$ cat config.mk
export PLATFORM = sky130hd
export DESIGN_NAME = mem_arbiter
export DESIGN_NICKNAME = d
export VERILOG_FILES = /design/src/rtl/edsac_pkg.sv /design/src/rtl/mem_arbiter.sv
export SDC_FILE = /design/constraint.sdc
export NUM_CORES = 1
export LEC_CHECK = 0
export BUFFER_PORTS_ARGS = -buffer_cell sky130_fd_sc_hd__buf_2
export CORE_MARGIN = 8
export CORE_UTILIZATION = 28
export DETAILED_ROUTE_END_ITERATION = 10
export PLACE_DENSITY = 0.88
export RECOVER_POWER = 50
export SYNTH_ARGS = -nofsm -noshare
export SYNTH_HDL_FRONTEND = slang
export SYNTH_SLANG_ARGS = --single-unit
$ cat constraint.sdc
create_clock -name clk -period 1.61 [get_ports clk]
set_input_delay 0.2415 -clock clk [delete_from_list [all_inputs] [get_ports clk]]
set_output_delay 0.2415 -clock clk [all_outputs]
set_load 0.05 [all_outputs]
$ cat src/rtl/edsac_pkg.sv
`default_nettype none
// ============================================================================
//  Package     : edsac_pkg
//  Description : Shared memory-geometry defaults and arbiter state encoding.
//  Revision    : 1.0 - initial release
// ============================================================================
package edsac_pkg;

    localparam int ABITS_DEF = 9;
    localparam int DBITS_DEF = 16;

    typedef enum logic [1:0] {
        IDLE  = 2'd0,
        GNT_A = 2'd1,
        GNT_B = 2'd2
    } arb_state_e;

endpackage
`default_nettype wire

$ cat src/rtl/mem_arbiter.sv
`default_nettype none
// ============================================================================
//  Module      : mem_arbiter
//  Description : Two-port (CPU / loader) arbiter in front of a single memory,
//                fixed-priority or round-robin, non-pre-emptive grants.
//  Revision    : 1.0 - initial release
// ============================================================================
module mem_arbiter
    import edsac_pkg::*;
#(
    parameter int ABITS  = ABITS_DEF,
    parameter int DBITS  = DBITS_DEF,
    parameter int RROBIN = 1
) (
    input  logic             clk,
    input  logic             rst,

    input  logic             a_rd,
    input  logic             a_wr,
    input  logic [ABITS-1:0] a_addr,
    input  logic [DBITS-1:0] a_wdata,
    output logic [DBITS-1:0] a_rdata,
    output logic             a_wait,

    input  logic             b_rd,
    input  logic             b_wr,
    input  logic [ABITS-1:0] b_addr,
    input  logic [DBITS-1:0] b_wdata,
    output logic [DBITS-1:0] b_rdata,
    output logic             b_wait,

    output logic             mem_rd,
    output logic             mem_wr,
    output logic [ABITS-1:0] mem_addr,
    output logic [DBITS-1:0] mem_d,
    input  logic [DBITS-1:0] mem_q,
    input  logic             mem_wait,

    output logic             gnt_a,
    output logic             gnt_b
);

    arb_state_e state_q, state_d;
    // High when port B was the last port to complete an access.
    logic       last_b_q, last_b_d;

    logic w_a_req;
    logic w_b_req;
    logic w_tie_to_a;

    assign w_a_req = a_rd | a_wr;
    assign w_b_req = b_rd | b_wr;
    assign w_tie_to_a = (RROBIN == 0) ? 1'b1 : last_b_q;

    always_ff @(posedge clk or negedge rst) begin
        if (!rst) begin
            state_q  <= IDLE;
            last_b_q <= 1'b1;
        end else begin
            state_q  <= state_d;
            last_b_q <= last_b_d;
        end
    end

    always_comb begin
        state_d  = state_q;
        last_b_d = last_b_q;
        unique case (state_q)
            IDLE: begin
                if (w_a_req && w_b_req) begin
                    state_d = w_tie_to_a ? GNT_A : GNT_B;
                end else if (w_a_req) begin
                    state_d = GNT_A;
                end else if (w_b_req) begin
                    state_d = GNT_B;
                end
            end
            GNT_A: begin
                // A dropped its request without completing: release, keep pointer.
                if (!w_a_req) begin
                    state_d = IDLE;
                end else if (!mem_wait) begin
                    state_d  = w_b_req ? GNT_B : IDLE;
                    last_b_d = 1'b0;
                end
            end
            GNT_B: begin
                if (!w_b_req) begin
                    state_d = IDLE;
                end else if (!mem_wait) begin
                    state_d  = w_a_req ? GNT_A : IDLE;
                    last_b_d = 1'b1;
                end
            end
            default: begin
                state_d = IDLE;
            end
        endcase
    end

    always_comb begin
        mem_rd   = 1'b0;
        mem_wr   = 1'b0;
        mem_addr = '0;
        mem_d    = '0;
        unique case (state_q)
            GNT_A: begin
                // Simultaneous read and write strobes are treated as a write.
                mem_rd   = a_rd & ~a_wr;
                mem_wr   = a_wr;
                mem_addr = a_addr;
                mem_d    = a_wdata;
            end
            GNT_B: begin
                mem_rd   = b_rd & ~b_wr;
                mem_wr   = b_wr;
                mem_addr = b_addr;
                mem_d    = b_wdata;
            end
            default: begin
                mem_rd   = 1'b0;
                mem_wr   = 1'b0;
                mem_addr = '0;
                mem_d    = '0;
            end
        endcase
    end

    assign gnt_a   = (state_q == GNT_A);
    assign gnt_b   = (state_q == GNT_B);

    assign a_wait  = w_a_req & ~(gnt_a & ~mem_wait);
    assign b_wait  = w_b_req & ~(gnt_b & ~mem_wait);

    assign a_rdata = mem_q;
    assign b_rdata = mem_q;

endmodule
`default_nettype wire

* Word-level counts from Yosys, hierarchy flattened
Cells that the tools add are included.
W data, S select, Z words.
** Operators by class
- Mux-type cells :: 20
- Equality and inequality tests :: 9
- Bitwise logic cells :: 13
- Reduce and logical (&&, ||, !) cells :: 5
** Operators by type and width (count)
- $pmux W16 S2 :: 1
- $mux W2 :: 9
- $pmux W9 S2 :: 1
- $and A1 B1 Y1 :: 6
- $ne A3 B3 Y1 const B :: 2
- $pmux W1 S2 :: 3
- $pmux W2 S3 :: 1
- $mux W1 :: 5
- $not A1 Y1 :: 5
- $reduce_and A5 Y1 :: 1
- $ne A2 B1 Y1 const B :: 2
- $ne A2 B2 Y1 const B :: 2
- $ne A4 B4 Y1 const B :: 1
- $reduce_and A3 Y1 :: 1
- $eq A2 B1 Y1 const B :: 1
- $eq A2 B2 Y1 const B :: 1
- $logic_not A2 Y1 :: 1
- $or A1 B1 Y1 :: 2
- $reduce_bool A2 Y1 :: 1
- $logic_and A1 B1 Y1 :: 1
** Storage, ports and cells
- Input port bits :: 73
- Register bits :: 3
- Word-level logic and storage cells :: 49
- Output and inout port bits :: 63

* Longest topological paths before layout
- Word-level depth :: 5
- Depth in mapped cells :: 7
- Mapped depth without buffers :: 6

* Worst setup path before layout
OpenSTA, ideal clock, no wires.
- Kind :: register -> output
- From :: reg state_q[0]
- To :: out mem_addr[2]
- Cell stages (with the launch flop) :: 7
- Buffers on the path :: 2
- Data required time :: 1368 ps
- Arrival :: 2347 ps
- Path slack :: -978 ps
- Cells stage by stage :: dfrtp_1 inv_1 ha_1 buf_2 clkbuf_1 a22oi_1 nor2b_1
** On the way
- Longest elaborated chain between the ends :: 2
- Elaborated cells between the ends (all ways) :: 3
- Those cells by class :: eq/ne: 2; mux: 1
** RTL lines
- start, declared :: line mem_arbiter.sv:43 : arb_state_e state_q, state_d;
- start signal, assigned :: line mem_arbiter.sv:60 : state_q <= state_d;
- $eq A2 B2 Y1
- named net gnt_b :: line mem_arbiter.sv:40 : output logic gnt_b
- $pmux W9 S2 :: line mem_arbiter.sv:106 : unique case (state_q)
- end, declared :: line mem_arbiter.sv:34 : output logic [ABITS-1:0] mem_addr,
The timed path passes the listed nets, and every way through them passes these cells.

* Worst setup path after layout
- From :: reg state_q[1]
- To :: out mem_addr[6]
** On the way
- Longest elaborated chain between the ends :: 2
- Elaborated cells between the ends (all ways) :: 3
- Those cells by class :: eq/ne: 2; mux: 1
** RTL lines (line)
- $eq A2 B2 Y1 or $eq A2 B1 Y1 (tied branches) :: mem_arbiter.sv:106
- $pmux W9 S2 (*) :: mem_arbiter.sv:106
Mark *: on every way between the ends. The rest lies on a longest branch, timed or not.

==> results.json <==
{
  "leakage_nw": 0.8906,
  "n_antenna_cell": 0,
  "drt_wl_total_mm": 4.311,
  "met3WireLength_um": 506,
  "drt_iter0_markers": 19,
  "crit_buf_inv": 3,
  "clk_path_buf_depth": 2,
  "top_layer": "met4",
  "dr_wl_met2_mm": 2.381,
  "hold_viol": 0,
  "finalPower_mw": 4.686,
  "mappedNetlistNets": 207,
  "crit_chain": "buf_6 > ha_4 > buf_8 > a22oi_2 > nor2b_4 > buf_8",
  "rows": 21,
  "core-area_sq_um": 3311,
  "final_antenna_net_count": 0,
  "grt_pass1_wl_mm": 6.037,
  "cp_max_fo": 8,
  "power_density_nw_per_um2": 2335,
  "ys_seq_area_share_pct": 8.016,
  "grt_pass1_vias": 1269,
  "grt_usage_pct": 13.60,
  "hp-class": "in2async",
  "die_x_um": 74.32,
  "cp_slowest_stage_delay_ns": 0.39,
  "grt.overflow.total": 0,
  "start_util_pct": 28.76,
  "drc": 0,
  "r2r-end": "state_q[1]",
  "rsz0062_at_grt": "true",
  "setup_tns_ns": -4.780,
  "max_freq_ghz": 0.5549,
  "status": "finished with violations",
  "violations": "setup timing",
  "boundaryPins": 136,
  "dr.pass1.iters": 4,
  "start_kind": "register",
  "crit_family": "buffers and inverters",
  "final_max_slew_viol_count": 0,
  "syn_to_final_growth_pct": 110.8,
  "cts_buffers": 3,
  "period_minus_slack_ns": 1.802,
  "worst_pin_slew_ns": 0.2990,
  "cp.required_ns": 1.37,
  "max_slew_margin_pct": 80.07,
  "wl_per_cell_um": 17.60,
  "ys.flop_type": "dfrtp_1",
  "reg2reg_from": "state_q[1]",
  "antenna_found_initial": 0,
  "dp_hpwl_mm": 3.071,
  "synth_async_sr_flop_share_pct": 100.0,
  "syn_area_sq_um": 952.2,
  "drv_cap": 0,
  "period_share_pct": 111.9,
  "critPathCaptureType": "output port",
  "worst_slack_ns": -0.1923,
  "ys_top_cells_by_count": "buf_4, a22oi_1, nor2b_1",
  "htree_levels": 1,
  "gp_congestion": 0.8620,
  "insertion_delay_ns": 0.23,
  "crit_arrival_ns": 1.56,
  "syn-instance-count": 129,
  "netlist_top_cells_area": "buf_4, a22oi_1, nor2b_1",
  "r2r_slack_ns": -0.10,
  "viasPerCell": 4.898,
  "clockRootBuffer": "clkbuf_4",
  "yosysTopAreaCell": "buf_4",
  "fin_nets": 278,
  "clock-sinks": 3,
  "drt-met1-wl_mm": 1.414,
  "yosysUniqueCellTypes": 27,
  "grt_max_degree": 29,
  "setup_viol": 32,
  "yosysTopAreaCellShare_pct": 25.23,
  "dieArea_sq_um": 5523,
  "synth-edff-count": 0,
  "ir_worst_vdd_v": 0.0008368,
  "fin_area_sq_um": 2007,
  "cp_slowest_cell": "dfrtp_1",
  "synth_warnings": 0,
  "ys_ff_latch": 3,
  "reg2reg_depth": 7,
  "path_clk_slew_ns": 0.03,
  "post_dp_cell_area_sq_um": 1529,
  "avgSynthCellArea_sq_um": 7.381,
  "cts_tree": "done",
  "vias": 1200,
  "skew_ns": 0.001218,
  "worstSetupPathType": "reg2out",
  "drive_gt1_share_pct": 85.43,
  "die_h_um": 74.32,
  "io_buffers": 87,
  "crit_path_frequent_cell": "buf_8",
  "yosysMostFrequentCell": "buf_4"
}
-- logic make-up (layout without fill, tap and decap cells) --
| group | Yosys count | in the layout | share of synthesized area [%] |
|---|---|---|---|
| AOI/OAI and AO/OA | 41 | 41 | 30.62 |
| adders and majority gates | 5 | 5 | 6.570 |
| buffers and inverters | 43 | 113 | 30.22 |
| DFF | 3 | 3 | 8.016 |
| muxes | 2 | 2 | 2.234 |
| and+or+nand+nor | 35 | 35 | 22.34 |
-- cell usage in the layout (no fill, tap or decap), types with 2 or more instances in the layout --
master | synthesis | final
o21ai_2 | 1 | 2
buf_12 | 0 | 5
buf_6 | 0 | 26
buf_2 | 5 | 55
buf_4 | 32 | 10
ha_4 | 0 | 3
a21oi_2 | 0 | 2
nor2_1 | 2 | 2
a22oi_2 | 0 | 22
clkbuf_1 | 3 | 2
nand2_1 | 2 | 2
nor2b_4 | 0 | 26
ha_1 | 5 | 2
buf_8 | 0 | 7
o21ai_1 | 1 | 2
o21ai_0 | 4 | 2
clkbuf_4 | 0 | 3
a22oi_1 | 26 | 4
a21oi_1 | 4 | 2
-- final cells by class --
class / count / area, sq um
fillers: 260 / 1304
multi-input cells: 83 / 944.7
repair buffers: 106 / 887.1
flip-flops and latches: 3 / 77.57
well taps: 46 / 57.56
clock buffers: 4 / 26.28
inverters: 3 / 13.76
-- power by group --
| part | switching (mW) | total [mW] | internal (mW) |
|---|---|---|---|
| sequential | 0.0398 | 0.165 | 0.125 |
| clock | 0.0348 | 0.127 | 0.0926 |
| combinational | 2.25 | 4.39 | 2.14 |
| total | 2.33 | 4.69 | 2.36 |
-- layer usage --
metal / vias to the layer above / global-route usage, %
li1: 565 / -
met1: 581 / 13.15
met2: 50 / 27.15
met3: 4 / 3.639
met4: 0 / 3.696
met5: - / 0
-- sequential cells by signal (all words and copies together) (netlist names) --
name / cells
state_q: 2
last_b_q: 1
-- repair_timing --
action | 4_1_cts | 5_1_grt
hold buffers | 1 | 0
cloned | 0 | 1
setup buffers | 2 | 5
pin swaps | 5 | 4
endpoints found under the setup margin | 31 | 33
gates resized for setup | 90 | 13
hold endpoints to repair | 3 | 0
-- per-stage QoR --
step / utilization [%] / std cells / hold WS, ns / setup slack [ns]
after floorplan: - / 129 / -0.05409 / -0.09968
after global placement: 46.18 / 232 / 0.03944 / -0.05454
after detailed placement: 46.18 / 232 / 0.04644 / -0.1007
after CTS: 57.60 / 239 / 0.3285 / -0.2293
after global routing: 60.62 / 245 / 0.3688 / -0.2574
final: 60.62 / 245 / 0.3548 / -0.1923
-- worst max-delay path by stage --
stage | from | endpoint | slack [ns] | depth (start not counted)
2_1_floorplan | state_q[0] | mem_addr[0] | -0.1 | 6
3_3_place_gp | state_q[0] | mem_addr[7] | -0.05 | 5
3_5_place_dp | state_q[0] | mem_addr[4] | -0.10 | 5
4_1_cts | state_q[0] | mem_addr[8] | -0.23 | 6
5_1_grt | state_q[0] | mem_d[2] | -0.26 | 6
6_report | state_q[1] | mem_addr[6] | -0.19 | 6
Power figures use the tool's default switching activity.
